### config.mk
export PLATFORM = sky130hd
export DESIGN_NAME = popcount_accumulator
export DESIGN_NICKNAME = d
export VERILOG_FILES = /design/src/rtl/popcount_accumulator.sv
export SDC_FILE = /design/constraint.sdc
export NUM_CORES = 1
export LEC_CHECK = 0
export ABC_AREA = 0
export CAP_MARGIN = 15
export CORE_MARGIN = 2
export CORE_UTILIZATION = 55
export CTS_CLUSTER_SIZE = 16
export DETAILED_ROUTE_END_ITERATION = 8
export PLACE_DENSITY = 0.85
export SYNTH_ARGS = -nofsm -noshare
export SYNTH_HDL_FRONTEND = slang
export SYNTH_SLANG_ARGS = --single-unit
export TNS_END_PERCENT = 5
### constraint.sdc
create_clock -name clk -period 10.4 [get_ports clk]
set_input_delay 3.12 -clock clk [delete_from_list [all_inputs] [get_ports clk]]
set_output_delay 3.12 -clock clk [all_outputs]
set_load 0.02 [all_outputs]
### src/rtl/popcount_accumulator.sv
// Sums the compressed 3-bit lane counts of each beat and accumulates them over a
// programmed number of beats, returning one total through a valid/ready port.
//
// state | meaning
// IDLE  | waiting for start; no handshakes offered
// ACCUM | accepting beats, one per cycle, until the beat counter runs out
// DONE  | result held on out_sum/out_err until the consumer takes it
module popcount_accumulator #(
    parameter int LANES = 4,
    parameter int ACC_W = 16,
    parameter int LEN_W = 8
) (
    input  logic                 clk,
    input  logic                 rst_n,
    input  logic                 start,
    input  logic [LEN_W-1:0]     len,
    input  logic                 in_valid,
    output logic                 in_ready,
    input  logic [3*LANES-1:0]   in_cnt,
    output logic                 out_valid,
    input  logic                 out_ready,
    output logic [ACC_W-1:0]     out_sum,
    output logic                 out_err,
    output logic                 busy
);

    localparam int BEAT_W = $clog2(7*LANES+1);

    typedef enum logic [1:0] {
        IDLE  = 2'd0,
        ACCUM = 2'd1,
        DONE  = 2'd2
    } state_t;

    state_t              state;
    logic [LEN_W-1:0]    cnt;
    logic [BEAT_W-1:0]   beat_sum;
    logic                lane_bad;
    logic [ACC_W:0]      acc_wide;
    logic                sat;
    logic [ACC_W-1:0]    acc_next;

    // Illegal codes 6 and 7 still contribute their binary value to the sum.
    always_comb begin
        beat_sum = '0;
        lane_bad = 1'b0;
        for (int i = 0; i < LANES; i++) begin
            beat_sum = beat_sum + BEAT_W'(in_cnt[3*i +: 3]);
            lane_bad = lane_bad | (in_cnt[3*i+1 +: 2] == 2'b11);
        end
    end

    always_comb begin
        acc_wide = {1'b0, out_sum} + (ACC_W+1)'(beat_sum);
        sat      = acc_wide[ACC_W];
        acc_next = sat ? '1 : acc_wide[ACC_W-1:0];
    end

    always_ff @(posedge clk) begin
        if (!rst_n) begin
            state     <= IDLE;
            cnt       <= '0;
            out_sum   <= '0;
            out_err   <= 1'b0;
            in_ready  <= 1'b0;
            out_valid <= 1'b0;
            busy      <= 1'b0;
        end else begin
            case (state)
                IDLE: begin
                    if (start) begin
                        out_sum <= '0;
                        out_err <= 1'b0;
                        busy    <= 1'b1;
                        if (len != '0) begin
                            cnt      <= len;
                            state    <= ACCUM;
                            in_ready <= 1'b1;
                        end else begin
                            state     <= DONE;
                            out_valid <= 1'b1;
                        end
                    end
                end
                ACCUM: begin
                    if (in_valid && in_ready) begin
                        out_sum <= acc_next;
                        if (sat || lane_bad)
                            out_err <= 1'b1;
                        cnt <= cnt - LEN_W'(1);
                        if (cnt == LEN_W'(1)) begin
                            state     <= DONE;
                            in_ready  <= 1'b0;
                            out_valid <= 1'b1;
                        end
                    end
                end
                DONE: begin
                    // start is deliberately ignored here, even on the handshake cycle
                    if (out_ready) begin
                        state     <= IDLE;
                        out_valid <= 1'b0;
                        busy      <= 1'b0;
                    end
                end
                default: begin
                    state     <= IDLE;
                    in_ready  <= 1'b0;
                    out_valid <= 1'b0;
                    busy      <= 1'b0;
                end
            endcase
        end
    end

endmodule

==> out/summary.txt, run 1 <==
run status -> completed
largest net degree at the start of global routing -> 19
boundary pin count -> 45
Leak -> 1.093 nW
CP max FO -> 15
EDFF count, synth -> 0
max-slew violations -> 0
Critical Path AT -> 7050 ps
critical path class -> primary input to flip-flop
Peak VDD IR -> 0.1107 mV
startpoint types -> primary input
die width -> 67.22 um
Initial Util -> 58.72%
overall die area -> 4519 um^2
post-placement cell area -> 2644 um^2
Total Wirelength -> 5339 um
Post-Syn Area -> 2198 um^2
#FFs+latches synth -> 30
Port Buf Inserts -> 44
met2 Use GR -> 41.71%
Final Core Density -> 73.06%
clk root buf -> clkbuf_8
synthesis-to-layout area growth -> 24.42%
final instance area -> 2735 um^2
number of hold buffers added after CTS -> 0
Yosys warnings -> 0
CTS buffer count -> 5
die height -> 67.22 um
Std-Cell Core Area -> 3744 um^2
unrepaired setup endpoints after global routing -> no
Worst-path clk slew -> 60 ps
area of the multi-input gates -> 1445 um^2
Seq. cell area -> 600.6 um^2
Final Hold Viols -> 0
clk sink count -> 30
fmax -> 145.5 MHz
power consumption -> 0.3217 mW
Iter 0 DRT Violations -> 155
DRC viols -> 0
Global Route Usage Sum -> 26.03%
Layout Nets -> 345
Seq/Total Area, Yosys -> 27.32%
Main synth FF type -> dfxtp_1
first-pass GRT wire length -> 9066 um
final std cells w/o fill -> 349
Worst-Margin Slew -> 637.3 ps
most frequent cells in the layout -> 44 x clkdlybuf4s50_1, 30 x dfxtp_1, 25 x inv_1, 23 x a21oi_1, 19 x nor2_1
clk_lat worst skew -> 280 ps
DR vias -> 2,108
synthesized area per cell -> 8.521 um^2
post-layout minimum cycle time -> 6875 ps
Via density -> 6.040
ratio of final minimum period to clock period -> 66.11%
pre-CTS setup slack -> 3258 ps
skew final -> 9.220 ps
CTS tree -> yes
Fill cells -> 314
final setup vio count -> 0
power per cell area -> 117.6 nW/um^2
slew margin rel. -> 57.36%
H-tree depth -> 2
GPL Wtd Cong -> 0.8528
Synth async-reset ratio -> 0%
number of global-route vias before repair -> 2,009
global route hottest layer -> met2
drt wl/cell -> 15.30 um
row cnt -> 22
post-route ant nets -> 0
Max-Cap Viols -> 0
CP endpoint kind -> flip-flop
Worst Hold Class -> flip-flop to flip-flop
CTS resizes -> 0
fin worst setup slack -> 3525 ps
Yosys cell types -> 56
Syn Inst Count -> 258
post-CTS setup buffer count -> 0
setup TNS -> 0 ps
DP Cell Count -> 341
Worst Hold Slack -> 482.6 ps
share of post-route cells with drive strength above 1 -> 5.648%
diode count -> 0
met3 Use GR -> 5.833%
total congestion overflow -> 0
M1 GR Usage -> 34.95%
DRT Pass-1 Iters -> 4
initial antenna violation count -> 0
commonest non-fill, non-tap cell in the layout -> clkdlybuf4s50_1
Post-Syn Nets -> 303
CTS max path bufs -> 2
Required @ worst endpoint -> 10,570 ps
HPWL after DPL -> 3940 um
## area by class of cell
| cell class | instances | area share, % |
|---|---|---|
| Inverter | 26 | 3.568 |
| Clock buffer | 7 | 3.156 |
| Sequential cell | 30 | 21.96 |
| Timing Repair Buffer | 44 | 16.10 |
| Clock inverter | 1 | 0.1830 |
| Multi-Input combinational cell | 193 | 52.84 |
| Tap cell | 48 | 2.196 |
## logic make-up (layout without fill, tap and decap cells)
logic type                 count (synthesis)  after routing  synth area share [%]
DFF                                       30             30                 27.32
and+or+nand+nor                           75             75                 18.04
AOI/OAI and AO/OA                         95             95                 32.33
muxes                                      1              1                0.4553
buffers and inverters                     35             78                 6.943
adders and majority gates                 20             20                 14.11
xor gates and xnor gates                   2              2                0.7970
## critical path, cell delays in order
cell and delay, ps:
clkdlybuf4s50_1 470, inv_1 60, fa_1 530, inv_1 50
fa_1 500, inv_1 60, fa_1 560, inv_1 60
ha_1 280, a21o_1 190, and4_1 270, o2111ai_4 470
o31ai_1 170, a22o_1 260
## report_power, final
group / total (mW) / switching (mW) / internal (mW)
registers: 0.129 / 0.00817 / 0.121
clock network: 0.0955 / 0.0422 / 0.0533
logic: 0.0969 / 0.0534 / 0.0435
total: 0.322 / 0.104 / 0.218
## worst paths after layout
check	start	slack (ps)	depth (start not counted)	end
setup / recovery	in_cnt[2]	3520	14	out_sum[13]$_SDFFE_PN0P_
hold / removal	out_err$_SDFFE_PN0P_	480	1	out_err$_SDFFE_PN0P_
setup reg to reg	out_sum[1]$_SDFFE_PN0P_	7520	11	out_sum[13]$_SDFFE_PN0P_
hold reg to reg	out_err$_SDFFE_PN0P_	480	1	out_err$_SDFFE_PN0P_
## metal layers
metal	vias to the layer above	share of wire [%]	wire length [um]
met3	5	7.1	378
met1	990	45	2410
met4	0	0.86	46
met2	73	47	2502
li1	1040	-	-
met5	-	0	0
## cell usage after synthesis, types with 3 or more instances
cell type  instances  share of area [%]
a211o_1            3                1.2
a21o_1             6                2.0
a21oi_1           23                5.2
a22o_1             5                2.0
a31oi_1            3               0.85
and2_1             3               0.85
and3_1             7                2.0
buf_2              4               0.91
dfxtp_1           30                 27
fa_1               8                7.3
ha_1              12                6.8
inv_1             25                4.3
nand2_1           13                2.2
nand2b_1           3               0.85
nand3_1            5                1.1
nand4_1            5                1.4
nor2_1            19                3.2
nor3_1             3               0.68
nor4_1             5                1.4
o211ai_1           4                1.4
o21a_1             5                1.7
o21ai_0            8                1.8
o21ai_1            5                1.1
o31ai_1           10                3.4
## state kept, by name, summed over array words and instances, names as in the netlist
signal	flops
busy	1
in_ready	1
out_err	1
out_valid	1
cnt	8
state	2
out_sum	16
(Power assumes the default switching activity.)
==> inputs of run 2 (changes only) <==
Settings changed: CORE_UTILIZATION 55 to 52, PLACE_DENSITY 0.85 to 0.81.
Clock period 10.4 ns to 7.1 ns, I/O delays scaled along.
==> run 2 against run 1 <==
Against the previous run: worst setup slack worse by 2300 ps; largest power group unchanged; cell area is 0.64% higher; worst hold slack worse by 2.1 ps; die area is 5.4% higher; highest routed layer unchanged.
==> out/summary.txt, run 2 (synthesis gave the netlist of run 1 again) <==
r2r endpoint -> out_sum[9]$_SDFFE_PN0P_
initial antenna violation count -> 0 (unchanged)
fmax -> 169.5 MHz
Peak VDD IR -> 0.1078 mV (-2.6%)
Worst-Margin Slew -> 654.4 ps (+17.06 ps)
largest net degree at the start of global routing -> 19 (unchanged)
setup TNS -> 0 ps (unchanged)
Global Route Usage Sum -> 23.75% (-2.3 points)
Worst-path clk slew -> 70 ps (about the same)
slew margin rel. -> 56.21% (-1.1 points)
most frequent cells in the layout -> 44 x clkdlybuf4s50_1, 30 x dfxtp_1, 25 x inv_1, 23 x a21oi_1, 19 x nor2_1
max-slew violations -> 0 (unchanged)
H-tree depth -> 2 (unchanged)
final std cells w/o fill -> 351 (+0.57%)
DRT Pass-1 Iters -> 4 (unchanged)
worst r2r src -> out_sum[1]$_SDFFE_PN0P_
clk sink count -> 30 (unchanged)
DR vias -> 2,113 (+0.24%)
Total Wirelength -> 5532 um (+3.6%)
GPL Wtd Cong -> 0.8392 (-1.6%)
DRC viols -> 0 (unchanged)
boundary pin count -> 45 (unchanged)
synthesis-to-layout area growth -> 25.21%
clk_lat worst skew -> 280 ps (about the same)
clk root buf -> clkbuf_8
Initial Util -> 54.57% (-4.2 points)
met2 routed WL -> 2756 um (+10%)
DR WL met3 -> 263 um (-30%)
final instance area -> 2753 um^2 (+0.64%)
Worst Hold End -> out_err$_SDFFE_PN0P_
flop-to-flop setup slack -> 4240 ps (-3280 ps)
die height -> 69.02 um (+2.7%)
top sig layer -> met4
commonest non-fill, non-tap cell in the layout -> clkdlybuf4s50_1
drt wl/cell -> 15.76 um (+3.0%)
run status -> completed
CP endpoint kind -> flip-flop
skew final -> 8.447 ps (-0.7728 ps)
diode count -> 0 (unchanged)
Iter 0 DRT Violations -> 99 (-36%)
Worst Hold Class -> flip-flop to flip-flop
Max-Cap Viols -> 0 (unchanged)
unrepaired setup endpoints after global routing -> no
Required @ worst endpoint -> 7270 ps (-3300 ps)
Critical Path Source -> in_cnt[2]
Leak -> 1.097 nW (+0.39%)
Final Hold Viols -> 0 (unchanged)
row cnt -> 23 (+4.5%)
share of post-route cells with drive strength above 1 -> 5.316% (-0.33 points)
die width -> 69.02 um (+2.7%)
overall die area -> 4764 um^2 (+5.4%)
post-placement cell area -> 2646 um^2 (about the same)
Port Buf Inserts -> 44 (unchanged)
Final Core Density -> 68.32% (-4.7 points)
critical path class -> primary input to flip-flop
min-delay src -> out_err$_SDFFE_PN0P_
ratio of final minimum period to clock period -> 83.07%
max reg flops -> 16 (unchanged)
Biggest register -> out_sum
DP Cell Count -> 343 (+0.59%)
CTS buffer count -> 5 (unchanged)
post-layout minimum cycle time -> 5898 ps
WHS Path Cells -> 1 (unchanged)
number of hold buffers added after CTS -> 0 (unchanged)
CP max FO -> 15 (unchanged)
post-CTS setup buffer count -> 0 (unchanged)
CTS max path bufs -> 2 (unchanged)
Critical Path AT -> 6070 ps (-980 ps)
Worst Reg-to-Reg Cells -> 11 (unchanged)
top flop regs -> out_sum: 16 flops, cnt: 8 flops, state: 2 flops
HPWL after DPL -> 4159 um (+5.5%)
number of global-route vias before repair -> 2,044 (+1.7%)
power per cell area -> 181.6 nW/um^2 (+54%)
total congestion overflow -> 0 (unchanged)
CTS tree -> yes
Layout Nets -> 345 (unchanged)
post-route ant nets -> 0 (unchanged)
final setup vio count -> 0 (unchanged)
CTS resizes -> 0 (unchanged)
Via density -> 6.020 (-0.33%)
wl on met1 -> 2477 um (+2.8%)
startpoint types -> primary input
Std-Cell Core Area -> 4029 um^2 (+7.6%)
first-pass GRT wire length -> 9446 um (+4.2%)
==> run 2: worst max path at each step <==
stage | endpoint | slack [ps] | cells past startpoint
6_report | out_sum[6]$_SDFFE_PN0P_ | 1200 | 14
5_1_grt | out_sum[6]$_SDFFE_PN0P_ | 1000 | 14
4_1_cts | out_sum[6]$_SDFFE_PN0P_ | 1210 | 14
3_5_place_dp | out_sum[6]$_SDFFE_PN0P_ | 910 | 14
3_3_place_gp | out_sum[9]$_SDFFE_PN0P_ | 1030 | 14
2_1_floorplan | out_sum[11]$_SDFFE_PN0P_ | 1730 | 14
==> run 2: cell type report <==
class | instances | area (um^2)
multi-input combinational | 193 | 1445
fill | 343 | 1276
sequential | 30 | 600.6
timing repair buffer | 44 | 440.4
inverter | 26 | 97.59
clock buffer | 7 | 76.32
tap | 50 | 62.56
clock inverter | 1 | 30.03
==> run 2: layer usage <==
layer  vias up  global-route usage [%]
met3         7                   5.702
li1       1043                       -
met1      1015                   30.71
met4         0                   5.447
met5         -                       0
met2        48                   40.06
==> run 2: critical path, cell delays in order <==
cell	delay, ps
clkdlybuf4s50_1	480
inv_1	60
fa_1	530
inv_1	50
fa_1	500
inv_1	50
fa_1	550
inv_1	70
ha_1	280
a21o_1	200
and4_1	270
o2111ai_4	470
o21ai_0	170
a32o_1	250
==> run 2: stage by stage <==
stage               worst slack [ps]  hold WS, ps  total power [mW]
floorplan                       1734        453.9            0.2898
global placement                1026        462.1            0.3299
detailed placement             907.0        470.9            0.3359
CTS                             1214        482.9            0.5026
global route                   995.7        494.7            0.5306
finish                          1202        480.4            0.5000
==> run 2: power by group <==
group          total, mW  internal (mW)  switching, mW
combinational      0.143         0.0643         0.0790
sequential         0.189          0.178         0.0116
clock              0.168          0.105         0.0627
total              0.500          0.347          0.153
